### src/rtl/rot_enc_emulator.sv
// rot_enc_emulator: command-driven quadrature (A/B) and active-low pushbutton waveform generator.
// Registered outputs follow the FSM by one cycle, so waveforms start on the edge after accept.
module rot_enc_emulator #(
    parameter int PHASE_CYC  = 4,
    parameter int GLITCH_CYC = 20,
    parameter int SHORT_CYC  = 200,
    parameter int NORMAL_CYC = 800,
    parameter int LONG_CYC   = 2000,
    parameter int GAP_CYC    = 10
) (
    input  logic       clk,
    input  logic       rstn,
    input  logic       cmd_valid_i,
    output logic       cmd_ready_o,
    input  logic       cmd_kind_i,
    input  logic       cmd_dir_i,
    input  logic [3:0] cmd_count_i,
    input  logic [1:0] cmd_press_i,
    input  logic       abort_i,
    output logic       a_o,
    output logic       b_o,
    output logic       pb_o,
    output logic       busy_o,
    output logic       done_o
);
    if (PHASE_CYC < 1 || PHASE_CYC > 4095 || GAP_CYC < 1 || GAP_CYC > 4095 ||
        GLITCH_CYC < 1 || GLITCH_CYC > 4095 || SHORT_CYC < 1 || SHORT_CYC > 4095 ||
        NORMAL_CYC < 1 || NORMAL_CYC > 4095 || LONG_CYC < 1 || LONG_CYC > 4095) begin : g_bad_param
        $error("rot_enc_emulator: timing parameter outside 1..4095");
    end
    localparam logic [11:0] PH_LD  = 12'(PHASE_CYC - 1);
    localparam logic [11:0] GAP_LD = 12'(GAP_CYC - 1);
    localparam logic [11:0] GL_LD  = 12'(GLITCH_CYC - 1);
    localparam logic [11:0] SH_LD  = 12'(SHORT_CYC - 1);
    localparam logic [11:0] NO_LD  = 12'(NORMAL_CYC - 1);
    localparam logic [11:0] LO_LD  = 12'(LONG_CYC - 1);
    typedef enum logic [1:0] {IDLE, ROT, PRESS, GAP} state_t;
    state_t      state_q, state_d;
    logic [11:0] tmr_q, tmr_d;
    logic [3:0]  det_q, det_d;
    logic [1:0]  ph_q, ph_d;
    logic        dir_q, dir_d;
    logic        a_d, b_d, pb_d, busy_d, done_d, rdy_d;
    logic        a_q, b_q, pb_q, busy_q, done_q, rdy_q;
    logic        accept, rot_act;
    logic [11:0] press_ld;
    assign accept   = cmd_valid_i & rdy_q;
    assign press_ld = cmd_press_i == 2'd0 ? GL_LD :
                      cmd_press_i == 2'd1 ? SH_LD :
                      cmd_press_i == 2'd2 ? NO_LD : LO_LD;
    always_ff @(posedge clk) begin
        if (!rstn) begin
            state_q <= IDLE;
            tmr_q   <= '0;
            det_q   <= '0;
            ph_q    <= '0;
            dir_q   <= 1'b0;
            a_q     <= 1'b0;
            b_q     <= 1'b0;
            pb_q    <= 1'b1;
            busy_q  <= 1'b0;
            done_q  <= 1'b0;
            rdy_q   <= 1'b1;
        end else begin
            state_q <= state_d;
            tmr_q   <= tmr_d;
            det_q   <= det_d;
            ph_q    <= ph_d;
            dir_q   <= dir_d;
            a_q     <= a_d;
            b_q     <= b_d;
            pb_q    <= pb_d;
            busy_q  <= busy_d;
            done_q  <= done_d;
            rdy_q   <= rdy_d;
        end
    end
    always_comb begin
        state_d = state_q;
        tmr_d   = tmr_q;
        det_d   = det_q;
        ph_d    = ph_q;
        dir_d   = dir_q;
        case (state_q)
            IDLE: if (accept) begin
                dir_d = cmd_dir_i;
                det_d = cmd_count_i;
                ph_d  = 2'd0;
                if (cmd_kind_i) begin
                    state_d = PRESS;
                    tmr_d   = press_ld;
                end else if (cmd_count_i == 4'd0) begin
                    state_d = GAP;
                    tmr_d   = GAP_LD;
                end else begin
                    state_d = ROT;
                    tmr_d   = PH_LD;
                end
            end
            ROT: if (abort_i) begin
                state_d = GAP;
                tmr_d   = GAP_LD;
            end else if (tmr_q != 12'd0) begin
                tmr_d = tmr_q - 12'd1;
            end else begin
                ph_d  = ph_q + 2'd1;
                tmr_d = PH_LD;
                // detent completes when the fourth phase (back at 00) expires
                if (ph_q == 2'd3) begin
                    det_d = det_q - 4'd1;
                    if (det_q == 4'd1) begin
                        state_d = GAP;
                        tmr_d   = GAP_LD;
                    end
                end
            end
            PRESS: if (abort_i || tmr_q == 12'd0) begin
                state_d = GAP;
                tmr_d   = GAP_LD;
            end else begin
                tmr_d = tmr_q - 12'd1;
            end
            GAP: if (tmr_q == 12'd0) begin
                state_d = IDLE;
            end else begin
                tmr_d = tmr_q - 12'd1;
            end
        endcase
    end
    // CW phases 10,11,01,00; CCW swaps the channels. abort idles outputs at once.
    always_comb begin
        rot_act = state_q == ROT && !abort_i;
        a_d     = rot_act && (dir_q ? (ph_q[0] ^ ph_q[1]) : ~ph_q[1]);
        b_d     = rot_act && (dir_q ? ~ph_q[1] : (ph_q[0] ^ ph_q[1]));
        pb_d    = !(state_q == PRESS && !abort_i);
        busy_d  = state_q != IDLE;
        rdy_d   = state_q == IDLE && !accept;
        done_d  = state_q == IDLE && !rdy_q;
    end
    assign a_o         = a_q;
    assign b_o         = b_q;
    assign pb_o        = pb_q;
    assign busy_o      = busy_q;
    assign done_o      = done_q;
    assign cmd_ready_o = rdy_q;
endmodule

### config.mk
export PLATFORM = sky130hd
export DESIGN_NAME = rot_enc_emulator
export DESIGN_NICKNAME = d
export VERILOG_FILES = /design/src/rtl/rot_enc_emulator.sv
export SDC_FILE = /design/constraint.sdc
export NUM_CORES = 1
export LEC_CHECK = 0
export ABC_AREA = 1
export CELL_PAD_IN_SITES_DETAIL_PLACEMENT = 0
export CELL_PAD_IN_SITES_GLOBAL_PLACEMENT = 2
export CORE_MARGIN = 10
export CORE_UTILIZATION = 33
export CTS_BUF_LIST = sky130_fd_sc_hd__clkbuf_8 sky130_fd_sc_hd__clkbuf_16
export DETAILED_ROUTE_END_ITERATION = 8
export GPL_TIMING_DRIVEN = 0
export PLACE_DENSITY_LB_ADDON = 0.08
export SLEW_MARGIN = 20
export SYNTH_ARGS = -nofsm -noshare
export SYNTH_HDL_FRONTEND = slang
export SYNTH_SLANG_ARGS = --single-unit
### constraint.sdc
create_clock -name clk -period 3.2 [get_ports clk]
set_input_delay 0.48 -clock clk [delete_from_list [all_inputs] [get_ports clk]]
set_output_delay 0.48 -clock clk [all_outputs]
set_load 0.05 [all_outputs]
==> results of run 1 <==
-- power groups by stage --
stage               Clock, mW  Sequential, mW  Combinational (mW)
floorplan                   0           0.605               0.895
global placement            0           0.575                1.23
detailed placement          0           0.572                1.22
CTS                     0.221           0.565                1.23
global route            0.230           0.583                1.40
finish                  0.210           0.565                1.22
-- Yosys cell counts (all sizes together) (2+ instances only) --
library cell / number / share of area, %
clkbuf: 3 / 0.65
xor2: 5 / 2.5
inv: 30 / 6.5
xnor2: 3 / 1.5
nand2: 52 / 12
ha: 9 / 6.5
a2111oi: 2 / 1.0
nor2: 37 / 9.3
a21oi: 22 / 6.4
dfxtp: 27 / 31
buf: 3 / 1.2
nand3: 24 / 7.8
o21ai: 20 / 5.8
nand4: 6 / 2.2
nor3: 4 / 1.2
nand3b: 2 / 0.87
-- kinds of logic (layout without fill, tap and decap cells) --
logic type / count (synthesis) / in the layout / share of synthesized area, %
buf+inv: 36 / 56 / 8.321
simple gates: 127 / 127 / 34.37
flops: 27 / 27 / 31.26
xor+xnor: 8 / 8 / 4.052
fa+ha+maj: 9 / 9 / 6.512
compound gates: 49 / 49 / 15.49
-- registers in the layout, indices dropped and copies added (netlist names) --
register	cells
a_o	1
b_o	1
busy_o	1
cmd_ready_o	1
det_q	4
dir_q	1
done_o	1
pb_o	1
ph_q	2
state_q	2
tmr_q	12
-- final timing paths --
check               end  slack, ps
min              done_o        500
max          state_q[1]       1150
max reg2reg  state_q[1]       1150
min reg2reg      done_o        500
-- per-stage QoR --
step / power, mW / hold slack [ps] / utilization [%]
2_1_floorplan: 1.500 / 447.7 / -
4_1_cts: 2.017 / 502.6 / 39.66
5_1_grt: 2.215 / 530.6 / 39.66
3_5_place_dp: 1.796 / 486.8 / 38.71
3_3_place_gp: 1.808 / 473.8 / 38.71
6_report: 1.992 / 495.1 / 39.66
-- routing by layer --
metal / part of all wire, % / up-vias
met5: 0 / -
met4: 0.61 / 0
met3: 2.6 / 2
met2: 47 / 15
met1: 50 / 737
li1: - / 883
-- cell type report --
class | count | area share [%]
Tap cell | 70 | 4.324
Sequential cell | 27 | 26.68
Clock buffer | 3 | 2.038
Timing Repair Buffer | 16 | 7.906
Multi-Input combinational cell | 193 | 51.58
Buffer | 6 | 1.544
Inverter | 30 | 5.559
Clock inverter | 1 | 0.3706
-- worst reg2reg max path: cells and delay by family (launching register included) --
family / cells / cell delay, ps
AO/OA/AOI/OAI: 1 / 190
adder cells (fa/ha/maj): 1 / 190
AND/OR/NAND/NOR: 3 / 210
flip-flops: 1 / 380
buffers and inverters: 5 / 990
==> reports/metrics.yaml, run 1 <==
floorplan:
  die-area_um2: 8535
  die_h_um: 92.39
  coreArea_um2: 5107
  fp.dieW_um: 92.39
  num_io_pins: 18
  rows: 26
  initial_core_util_pct: 33.86
placement:
  dpl.cell_count: 342
  post_dp_cell_area_um2: 1977
  io_buffers: 16
  hpwlAfterDp_um: 3713
  dp_slack_ps: 1148
  place_congestion: 0.7688
timing:
  setup_violations: 0
  hold_viol: 0
  clock.fmax_mhz: 487.9
  slew_headroom_pct: 60.08
  setup_ws_ps: 1150
  tightest_slew_ps: 598.7
  slew_violations: 0
  finalCritPeriodShare_pct: 64.05
  rsz0062_at_grt: "no"
  tns_ps: 0
  skew_ps: 7.292
  fin_crit_ps: 2050
power:
  p_seq_share_pct: 28.4
  internal_power_uw: 978.7
  clock_power_share_pct: 10.6
  swShare_pct: 50.88
  p_per_area_nw_per_um2: 983.5
  combPwrFrac_pct: 61.1
  leakagePower_nw: 0.8704
  peakVddDrop_v: 0.0003682
  p_sw_mw: 1.014
clock_network:
  clock-sinks: 27
  cts_tree: "yes"
  hold_buffers: 0
  post_cts_resized: 0
  worst_skew_pair.late_latency_ps: 280
  cts_buffer_depth: 2
  cts-root-buf: "clkbuf_8"
  cts_max_level: 1
  cts.clk_slew.worst_paths_ps: 110
  cts_buffers: 3
  post_cts_buffers: 0
finish:
  fillers: 588
  fin_area_um2: 2026
  area_delta_synth_final_pct: 17.15
  register_area_um2: 540.5
  most-common-layout-cells: "47 x nand2_1, 34 x nor2_1, 28 x inv_1, 27 x dfxtp_1, 22 x a21oi_1"
  final_common_cell: "nand2_1"
  layout.cells.non_filler: 346
  fin_nets: 298
  n_antenna_cell: 0
  multi_input_area_um2: 1045
  final_layout_size_suffix_gt1_share_pct: 7.609
worst_setup_path:
  crit_type: "reg2reg"
  crit_chain: "inv_1, ha_1, buf_2, inv_1, clkbuf_1, o21ai_0, inv_1, nand4_1, nand2_1, nor2_1"
  path_delay_family: "buffers and inverters"
  cp-start-kind: "flip-flop"
  cp-end-kind: "flip-flop"
  worst_path_most_repeated_cell: "inv_1"
  worstPathMaxFanout: 10
  cp.arrival_ps: 2240
  crit_start: "state_q[0]"
  cp_num_buf_inv: 5
  required_ps: 3390
  cpMaxStageDelayCell: "clkbuf_1"
  crit_path_max_incr_delay_ps: 490
  r2r_start: "state_q[0]"
  worstSetupPathDepth: 10
  r2r_cells: 10
yosys:
  ys_ff_latch: 27
  synth-edff-count: 0
  synth-seq-area-share_pct: 31.26
  synth_ff_type: "dfxtp_1"
  ys_types: 31
  synth_fp_nets: 277
  synthArstFlopShare_pct: 0
  syn-cell-area_um2: 1729
  syn_area_per_cell_um2: 6.755
  syn_inst: 256
  ys_warn_count: 0
global_route:
  met3_usage_pct: 2.502
  grt_busiest_layer: "met2"
  first_global_vias: 1581
  use_met1_pct: 14.70
  grt_overflow: 0
  grt_first_pass_wirelength_um: 7948
  use_met2_pct: 18.88
  grt_max_degree: 17
  grt_use_total_pct: 11.36
  antenna_found_initial: 0
drt:
  firstDrtPassIters: 4
  wl_per_cell_um: 13.68
  vias: 1637
  vias_per_cell: 4.731
  ant_nets: 0
  drcViolationCount: 0
  drt_iter0_markers: 56
  wl_um: 4732
outcome:
  status: "completed"
worst_hold_path:
  hold_path.class: "reg2reg"
  whs_path_depth: 1
  hp-start: "cmd_ready_o"
job:
  max-cap-violations: 0
(Power assumes the default switching activity.)
==> run 2: changes to the inputs <==
--- a/config.mk
+++ b/config.mk
@@ -9,7 +9,7 @@
 export CELL_PAD_IN_SITES_DETAIL_PLACEMENT = 0
 export CELL_PAD_IN_SITES_GLOBAL_PLACEMENT = 2
 export CORE_MARGIN = 10
-export CORE_UTILIZATION = 33
+export CORE_UTILIZATION = 28
 export CTS_BUF_LIST = sky130_fd_sc_hd__clkbuf_8 sky130_fd_sc_hd__clkbuf_16
 export DETAILED_ROUTE_END_ITERATION = 8
 export GPL_TIMING_DRIVEN = 0
==> constraint.sdc (replaced) <==
create_clock -name clk -period 1.7 [get_ports clk]
set_input_delay 0.255 -clock clk [delete_from_list [all_inputs] [get_ports clk]]
set_output_delay 0.255 -clock clk [all_outputs]
set_load 0.05 [all_outputs]
==> run 2 against run 1 <==
Compared with the run above: clock skew shrank 5.8 ps; power grew 99%; die area grew 14%; critical path depth shrank 9; first-iteration DRC count grew 68%; via count grew 3.7%; critical path type is now reg2out; highest routed layer unchanged.
==> reports/metrics.yaml, run 2 (same netlist as run 1, synthesis figures left out) <==
worst_setup_path:
  crit_path_max_incr_delay_ps: 790
  cp_num_buf_inv: 1
  cp.arrival_ps: 1390
  worstPathMaxFanout: 1
  cpMaxStageDelayCell: "clkdlybuf4s50_1"
  cp-end-kind: "primary output"
  required_ps: 1440
  path_delay_family: "buffers and inverters"
  crit_chain: "clkdlybuf4s50_1"
  crit_type: "reg2out"
  cp-start-kind: "flip-flop"
global_route:
  grt_overflow: 0
  antenna_found_initial: 0
  grt_use_total_pct: 10.43
  grt_max_degree: 15
  first_global_vias: 1641
  grt_first_pass_wirelength_um: 8452
finish:
  final_layout_size_suffix_gt1_share_pct: 11.55
  largest_register_ffs: 12
  layout.cells.non_filler: 352
  fin_nets: 299
  largest-register: "tmr_q"
  final_common_cell: "nand2_1"
  postLayoutCoreUtil_pct: 35.42
  most-common-layout-cells: "45 x nand2_1, 33 x nor2_1, 27 x inv_1, 25 x dfxtp_1"
  n_antenna_cell: 0
  area_delta_synth_final_pct: 22.00
  top_regs: "tmr_q (12), det_q (4)"
power:
  p_per_area_nw_per_um2: 1880
  peakVddDrop_v: 0.0006761
  leakagePower_nw: 0.9504
timing:
  skew_ps: 1.503
  slew_headroom_pct: 64.99
  tightest_slew_ps: 525.2
  slew_violations: 0
  clock.fmax_mhz: 608.4
  hold_viol: 0
  setup_violations: 0
  rsz0062_at_grt: "yes"
  fin_crit_ps: 1644
  finalCritPeriodShare_pct: 96.69
floorplan:
  initial_core_util_pct: 29.03
  rows: 28
  die_h_um: 98.59
  fp.dieW_um: 98.59
  die-area_um2: 9719
  num_io_pins: 18
  coreArea_um2: 5956
clock_network:
  cts_max_level: 1
  cts_buffer_depth: 2
  clock-sinks: 27
  cts.clk_slew.worst_paths_ps: 100
  cts_tree: "yes"
  cts-root-buf: "clkbuf_8"
  cts_buffers: 3
  hold_buffers: 0
  worst_skew_pair.late_latency_ps: 280
drt:
  ant_nets: 0
  drcViolationCount: 0
  drt_iter0_markers: 94
  vias_per_cell: 4.824
  wl_um: 5087
  wl_per_cell_um: 14.45
  firstDrtPassIters: 6
  vias: 1698
job:
  max-cap-violations: 0
placement:
  hpwlAfterDp_um: 3899
  dpl.cell_count: 347
  place_congestion: 0.7601
  io_buffers: 16
outcome:
  status: "completed"
worst_hold_path:
  hold_path.class: "in2reg"
-- run 2: cell count changes in the layout (fill, tap and decap cells not counted), sizes merged --
cell	change
buf	+1
clkdlybuf4s50	-5
clkinvlp	-1
dlygate4sd2	+1
dlymetal6s2s	+4
inv	+1
-- run 2: repair_timing --
item	CTS	global route
buffers inserted	0	1
pin swaps	0	2
gates resized for setup	9	22
gates cloned	0	0
setup endpoints to repair	20	26
-- run 2: power by group --
part,switching [mW],internal [mW]
combinational,1.59,0.914
clock,0.225,0.163
sequential,0.229,0.847
total,2.04,1.92
-- run 2: area by class of cell --
cell class	count	area [um^2]
sequential	27	543.0
clock inverter	1	3.754
fill	679	3846
tap	75	93.84
buffer	6	45.04
inverter	30	112.6
timing repair buffer	17	176.4
clock buffer	3	41.29
multi-input combinational	193	1094
-- run 2: stage by stage --
stage	setup TNS, ps	setup slack, ps	instance area, um^2	power [mW]	hold WS [ps]
final	0	56.25	2110	3.966	439.6
after floorplan	0	159.6	1729	2.823	386.1
after CTS	-50.94	-22.83	2048	3.887	442.9
after global routing	-10.19	-10.19	2110	4.369	512.0
after detailed placement	-1772	-352.1	1983	3.427	480.5
after global placement	-2227	-392.3	1983	3.461	477.6
-- run 2: worst paths after layout --
path / start / end / slack (ps) / cells past startpoint
worst max register to register: state_q[1] / det_q[0] / 110 / 8
worst min-delay path: rstn / tmr_q[4] / 440 / 3
worst max-delay path: b_o / b_o / 60 / 1
worst min register to register: cmd_ready_o / done_o / 490 / 1
-- run 2: routing by layer --
layer,up-vias,global-route usage [%],share of wire [%]
met5,-,0,0
met4,0,3.308,1.2
met3,5,2.165,3.7
met2,20,14.88,41
met1,784,15.05,54
li1,889,-,-
